`src/rtl/mem_arbiter.sv`:
```
`default_nettype none
// ============================================================================
// Module      : mem_arbiter
// Description : Shares one single-port RAM (registered read, 1-cycle latency)
//               between the cpu16 instruction-read port and the data
//               read/write port, keeping the req/rdy handshake of both sides.
//               At most one RAM access is issued per cycle. Contention is
//               resolved round-robin (FIXED_PRIO=0) or data-first
//               (FIXED_PRIO=1).
// Ports       :
//   clk, reset              clock, synchronous active-high reset
//   i_ins_rd_addr/_req      instruction read request
//   o_ins_rd_data/_rdy      instruction read data and completion pulse
//   i_dat_rw_addr           data address (read or write)
//   i_dat_wr_data           write data
//   i_dat_rd_req/_wr_req    data read / write requests
//   o_dat_rd_data/_rdy      data read data and completion pulse
//   o_dat_wr_rdy            data write completion pulse
//   o_mem_addr/_wdata       RAM address / write data (combinational)
//   o_mem_we/_re            RAM write / read enables (combinational)
//   i_mem_rdata             RAM read data, valid one cycle after o_mem_re
//   o_ins_stall_count       saturating count of unserved instruction cycles
// Revision    : 1.0 - initial release
// ============================================================================
module mem_arbiter #(
  parameter int AWIDTH     = 16,
  parameter int DWIDTH     = 16,
  parameter int FIXED_PRIO = 0
) (
  input  logic              clk,
  input  logic              reset,
  input  logic [AWIDTH-1:0] i_ins_rd_addr,
  input  logic              i_ins_rd_req,
  output logic [DWIDTH-1:0] o_ins_rd_data,
  output logic              o_ins_rd_rdy,
  input  logic [AWIDTH-1:0] i_dat_rw_addr,
  input  logic [DWIDTH-1:0] i_dat_wr_data,
  input  logic              i_dat_rd_req,
  input  logic              i_dat_wr_req,
  output logic [DWIDTH-1:0] o_dat_rd_data,
  output logic              o_dat_rd_rdy,
  output logic              o_dat_wr_rdy,
  output logic [AWIDTH-1:0] o_mem_addr,
  output logic [DWIDTH-1:0] o_mem_wdata,
  output logic              o_mem_we,
  output logic              o_mem_re,
  input  logic [DWIDTH-1:0] i_mem_rdata,
  output logic [15:0]       o_ins_stall_count
);

  typedef enum logic [1:0] {
    GNT_NONE = 2'd0,
    GNT_INS  = 2'd1,
    GNT_DRD  = 2'd2,
    GNT_DWR  = 2'd3
  } grant_t;

  grant_t      w_grant;
  grant_t      w_dat_kind;
  logic        w_contended;
  grant_t      r_inflight;
  // 1 when the instruction port won the most recent contended cycle.
  logic        r_last_ins;
  logic [15:0] r_stall_count;

  // A simultaneous read+write from the data port is served write-first;
  // the read stays asserted by the requester and is taken later.
  assign w_dat_kind  = i_dat_wr_req ? GNT_DWR : GNT_DRD;
  assign w_contended = i_ins_rd_req && (i_dat_rd_req || i_dat_wr_req);

  always_comb begin
    w_grant = GNT_NONE;
    if (!reset) begin
      if (w_contended) begin
        if ((FIXED_PRIO != 0) || r_last_ins) begin
          w_grant = w_dat_kind;
        end else begin
          w_grant = GNT_INS;
        end
      end else if (i_ins_rd_req) begin
        w_grant = GNT_INS;
      end else if (i_dat_rd_req || i_dat_wr_req) begin
        w_grant = w_dat_kind;
      end
    end
  end

  // RAM command decode; idle cycles still present the instruction address.
  always_comb begin
    o_mem_addr = i_ins_rd_addr;
    o_mem_re   = 1'b0;
    o_mem_we   = 1'b0;
    case (w_grant)
      GNT_INS: begin
        o_mem_re = 1'b1;
      end
      GNT_DRD: begin
        o_mem_addr = i_dat_rw_addr;
        o_mem_re   = 1'b1;
      end
      GNT_DWR: begin
        o_mem_addr = i_dat_rw_addr;
        o_mem_we   = 1'b1;
      end
      default: begin
        o_mem_addr = i_ins_rd_addr;
      end
    endcase
  end

  always_ff @(posedge clk) begin
    if (reset) begin
      r_inflight    <= GNT_NONE;
      r_last_ins    <= 1'b1;
      r_stall_count <= 16'd0;
    end else begin
      r_inflight <= w_grant;
      if (w_contended) begin
        r_last_ins <= (w_grant == GNT_INS);
      end
      if (i_ins_rd_req && (w_grant != GNT_INS) && (r_stall_count != 16'hFFFF)) begin
        r_stall_count <= r_stall_count + 16'd1;
      end
    end
  end

  // Gating with reset kills a completion that falls due in a reset cycle,
  // so a grant issued just before reset never reports back.
  assign o_ins_rd_rdy = (r_inflight == GNT_INS) && !reset;
  assign o_dat_rd_rdy = (r_inflight == GNT_DRD) && !reset;
  assign o_dat_wr_rdy = (r_inflight == GNT_DWR) && !reset;

  assign o_ins_rd_data     = i_mem_rdata;
  assign o_dat_rd_data     = i_mem_rdata;
  assign o_mem_wdata       = i_dat_wr_data;
  assign o_ins_stall_count = r_stall_count;

endmodule
`default_nettype wire

```
`config.mk`:
```
export PLATFORM = sky130hd
export DESIGN_NAME = mem_arbiter
export DESIGN_NICKNAME = d
export VERILOG_FILES = /design/src/rtl/mem_arbiter.sv
export SDC_FILE = /design/constraint.sdc
export NUM_CORES = 1
export LEC_CHECK = 0
export ABC_AREA = 1
export ABC_CLOCK_PERIOD_IN_PS = 5700
export CORE_UTILIZATION = 34
export CTS_CLUSTER_DIAMETER = 60
export DETAILED_ROUTE_END_ITERATION = 10
export MAX_ROUTING_LAYER = met4
export PLACE_DENSITY = 0.83
export SYNTH_ARGS = -nofsm -noshare
export SYNTH_HDL_FRONTEND = slang
export SYNTH_SLANG_ARGS = --single-unit
```
`constraint.sdc`:
```
create_clock -name clk -period 5.7 [get_ports clk]
set_input_delay 0.855 -clock clk [delete_from_list [all_inputs] [get_ports clk]]
set_output_delay 0.855 -clock clk [all_outputs]
set_load 0.03 [all_outputs]
```
==> Yosys cells after proc, flatten, opt, wreduce, memory -nomap -nowiden <==
Cells that the tools add are included.
Widths: inputs -> output; s select.
{ "classes": {"n_addsub": 1, "n_eq_ne": 8, "n_mux": 9, "reduce_logical": 10} }
{ "ops": {"columns": ["op", "n"], "rows": [
  ["$add 16x1->16 const B", 1],
  ["$mux 16", 1],
  ["$ne 16x16->1 const B", 1],
  ["$mux 2", 5],
  ["$eq 2x2->1 const B", 4],
  ["$logic_and 1x1->1", 6],
  ["$eq 2x1->1 const B", 2],
  ["$reduce_or 2->1", 2],
  ["$mux 1", 3],
  ["$ne 2x1->1 const B", 1],
  ["$logic_not 1->1", 1],
  ["$logic_or 1x1->1", 1]
]} }
{ "word_totals": {"reg_bits": 19, "input_bits": 69, "output_inout_bits": 85, "wordCells": 31} }

==> Depth between registers and ports, before layout <==
{ "logic_depth": {"depth_word": 8, "mapped_depth": 14, "ltp_nobuf": 14} }

==> Worst setup path after synthesis <==
No wires, ideal clock.
{ "synth_path": {"path_type": "in2out", "startpoint": "input port i_ins_rd_req", "endpoint": "output port o_mem_addr[10]", "t_arrival_ns": 2.651, "required_ns": 4.845, "setup_slack_ns": 2.194, "stages": 10, "n_path_buf": 1, "path_cell_list": "inv_1 -> nor2_1 -> nor2_1 -> o21ai_0 -> nand2_1 -> inv_1 -> ha_1 -> nor2_2 -> buf_2 -> mux2_2"} }
{ "synth_between": {"elab_chain_cells": 6, "word_cells_on_any_way": 8, "cone_classes": "eq/ne (2); mux (4); reduce/logical (2)"} }
{ "synth_lines": {"columns": ["item", "line", "source"], "rows": [
  ["start, declared", "33", "input logic i_ins_rd_req,"],
  ["$mux 2 or $logic_and 1x1->1 (tied branches)", "80, 69", null],
  ["$mux 2 (*)", "74", "if (w_contended) begin"],
  ["$mux 2 (*)", "73", "if (!reset) begin"],
  ["via w_grant[0]", "58", "grant_t w_grant;"],
  ["$eq 2x2->1", "93", "case (w_grant)"],
  ["$reduce_or 2->1 (no source line) (*)", null, null],
  ["$mux 16 (*)", "93", null],
  ["end, declared", "43", "output logic [AWIDTH-1:0] o_mem_addr,"]
]} }
The timed path passes the listed nets; every way through them passes the cells marked *.

==> Worst setup path in the final report <==
{ "layout_path": {"startpoint": "input port reset", "endpoint": "output port o_mem_addr[5]"} }
{ "layout_between": {"elab_chain_cells": 4, "word_cells_on_any_way": 5, "cone_classes": "eq/ne (2); mux (2); reduce/logical (1)"} }
{ "layout_lines": {"columns": ["item", "line", "source"], "rows": [
  ["start, declared", "31", "input logic reset,"],
  ["$mux 2 (*)", "73", null],
  ["via w_grant[0]", "58", null],
  ["$eq 2x2->1", "93", null],
  ["$reduce_or 2->1 (no source line) (*)", null, null],
  ["$mux 16 (*)", "93", null]
]} }
Marked as above.

==> flow_metrics.py <==
metrics = {
    "status": {
        "outcome": "finished clean",
    },
    "worst_setup_path": {
        "cp-end-kind": "primary output",
        "setup.worst_path.class": "in -> out",
        "path_max_fanout": 16,
        "r2r_start": "r_last_ins$_SDFFE_PP1P_",
        "cp.required_ns": 4.85,
        "crit_arrival_ns": 4.02,
        "reg2reg_depth": 9,
        "r2r-end": "o_ins_stall_count[3]$_SDFFE_PP0P_",
        "r2r_slack_ns": 3.75,
        "cp-start-kind": "input pin",
    },
    "synth": {
        "synth_warnings": 0,
        "synth_edf_count": 0,
        "synth_ff_type": "dfxtp_1",
        "syn_area_per_cell_um2": 6.84,
        "synth_top_area_share_pct": 22.0,
        "synth_common_cells": "nand2_1 (53), buf_4 (48), nor2_1 (34)",
        "syn-num-nets": 326,
        "synthTopCellsByArea": "dfxtp_1 (22%), buf_4 (21%), nand2_1 (11%), mux2_2 (10%), nor2_1 (7.4%)",
        "synth_top_cell_by_area": "dfxtp_1",
        "syn_area_mm2": 0.00173,
        "synth-seq-area-share_pct": 22.0,
        "postSynthCellCount": 253,
        "synthMostInstantiatedCell": "nand2_1",
        "synth_seq_cells": 19,
        "synthArstFlopShare_pct": 0,
        "synth_cell_type_count": 24,
    },
    "route": {
        "drt_iter0_markers": 35,
        "vias_per_cell": 4.64,
        "wl_um": 4080,
        "drc_errors": 0,
        "dr.pass1.iters": 4,
        "wl_per_cell_um": 11.8,
        "vias": 1607,
        "ant_nets": 0,
    },
    "sta": {
        "worst_pin_slew_ns": 0.740,
        "rsz0062_at_grt": "no",
        "setup_ws_ns": 0.824,
        "timing.fmax_mhz": 205,
        "max-slew-margin-rel_pct": 50.6,
        "hold_slack_ns": 0.491,
        "period_needed_ns": 4.88,
        "setup_viol": 0,
        "skew_ns": 0.00102,
        "hold_viol_final": 0,
        "final_max_slew_viol_count": 0,
        "fin_setup_tns_ns": 0,
        "layout_worst_path_cycle_share_pct": 85.5,
    },
    "floorplanning": {
        "dieArea_mm2": 0.00538,
        "die_h_um": 73.4,
        "die_w_um": 73.4,
        "ioPinCount": 154,
        "core_area_mm2": 0.00482,
        "rows": 25,
        "initial_core_util_pct": 35.9,
    },
    "cts": {
        "cts.htree.levels": 1,
        "clkLatencyLatePin_ns": 0.25,
        "cts_tree": "yes",
        "cts_buffer_depth": 2,
        "cts-root-buf": "clkbuf_8",
        "post_cts_buffers": 0,
        "numCtsBuffers": 3,
        "clkSinkCount": 19,
        "ctsHoldBuffers": 0,
        "post_cts_resized": 0,
        "clk_pin_slew_ns": 0.07,
    },
    "final_layout": {
        "multiInputGateArea_um2": 887,
        "layout.area.seq_um2": 380,
        "nets": 353,
        "fin_area_mm2": 0.00222,
        "final_util_pct": 46.1,
        "final.fill_count": 461,
        "instances_no_fill": 346,
        "layout-drive-gt1-share_pct": 13.6,
        "antenna_cells": 0,
        "syn2layout_area_growth_pct": 28.1,
    },
    "grt": {
        "antenna_found_initial": 0,
        "overflow": 0,
        "grt_max_degree": 17,
        "grtUsageTotal_pct": 16.1,
        "grt_pass1_vias": 1601,
        "grt_pass1_wl_um": 6580,
    },
    "placed_design": {
        "placed_cell_area_mm2": 0.00217,
        "hpwl_um": 3420,
        "place_ws_ns": 0.822,
        "io_buffers": 73,
        "placed_cells": 342,
        "gp_congestion": 0.863,
    },
    "hold_path": {
        "min_to": "r_last_ins$_SDFFE_PP1P_",
        "min_path_cells": 2,
        "hold_path_class": "reg -> reg",
        "hold_start": "r_last_ins$_SDFFE_PP1P_",
    },
    "pwr": {
        "ir_worst_vdd_uv": 101,
        "total_power_mw": 0.361,
        "leakagePower_nw": 0.877,
        "p_per_area_mw_per_mm2": 163,
    },
    "job": {
        "drv_cap": 0,
    },
}
[registers in the layout (all words and copies together) (netlist names)]
signal             cells
o_ins_stall_count     16
r_inflight             2
r_last_ins             1
[power breakdown]
part,switching (mW),internal (mW)
combinational,0.0642,0.0654
sequential,0.00255,0.136
clock,0.0442,0.0486
[worst max path at each step]
stage / startpoint / end / slack, ns / depth (start not counted)
after detailed placement: reset / o_mem_addr[5] / 0.82 / 8
after floorplan: i_ins_rd_req / o_mem_addr[10] / 2.19 / 10
after global placement: reset / o_mem_addr[5] / 0.91 / 8
after CTS: reset / o_mem_addr[5] / 0.83 / 8
after global routing: reset / o_mem_addr[5] / 0.62 / 8
final: reset / o_mem_addr[5] / 0.82 / 8
[layout make-up]
cell class	count	area share (%)
inverter	24	4.06
clock buffer	3	1.86
tap	67	3.78
clock inverter	1	0.226
multi-input combinational	159	40.0
sequential	19	17.1
timing repair buffer	73	32.9
[layout by cell type, fill, tap and decap left out, drive strengths merged]
master         synthesis  layout
a21oi                  7       7
and2                   1       1
clkbuf                 1       3
clkdlybuf4s50          0      73
clkinv                 0       1
dfxtp                 19      19
ha                     4       4
inv                   24      24
mux2                  16      16
nand2                 59      59
nand3                 11      11
nand3b                 1       1
nand4                  3       3
nor2                  44      44
nor3                   6       6
o21ai                  5       5
xnor2                  1       1
xor2                   1       1
[kinds of logic after synthesis]
family                     synth area share [%]
AOI/OAI and AO/OA                          3.47
xor gates and xnor gates                   1.01
adders and majority gates                  2.89
buffers and inverters                      26.8
DFF                                        22.0
muxes                                      10.4
and+or+nand+nor                            33.5
[critical path, cell delays in order]
cell             delay (ns)
clkdlybuf4s50_1        0.73
inv_1                  0.29
nand2_1                0.19
inv_1                  0.08
ha_1                   0.23
nor2_2                 0.60
mux2_2                 0.43
clkdlybuf4s50_1        0.61
[layer usage]
layer / track usage (%) / up-vias / share of wire, %
li1: - / 794 / -
met1: 15.0 / 709 / 35
met2: 31.1 / 92 / 53
met3: 4.12 / 12 / 9.8
met4: 6.41 / 0 / 1.7
met5: - / - / 0
(Power assumes the default switching activity.)
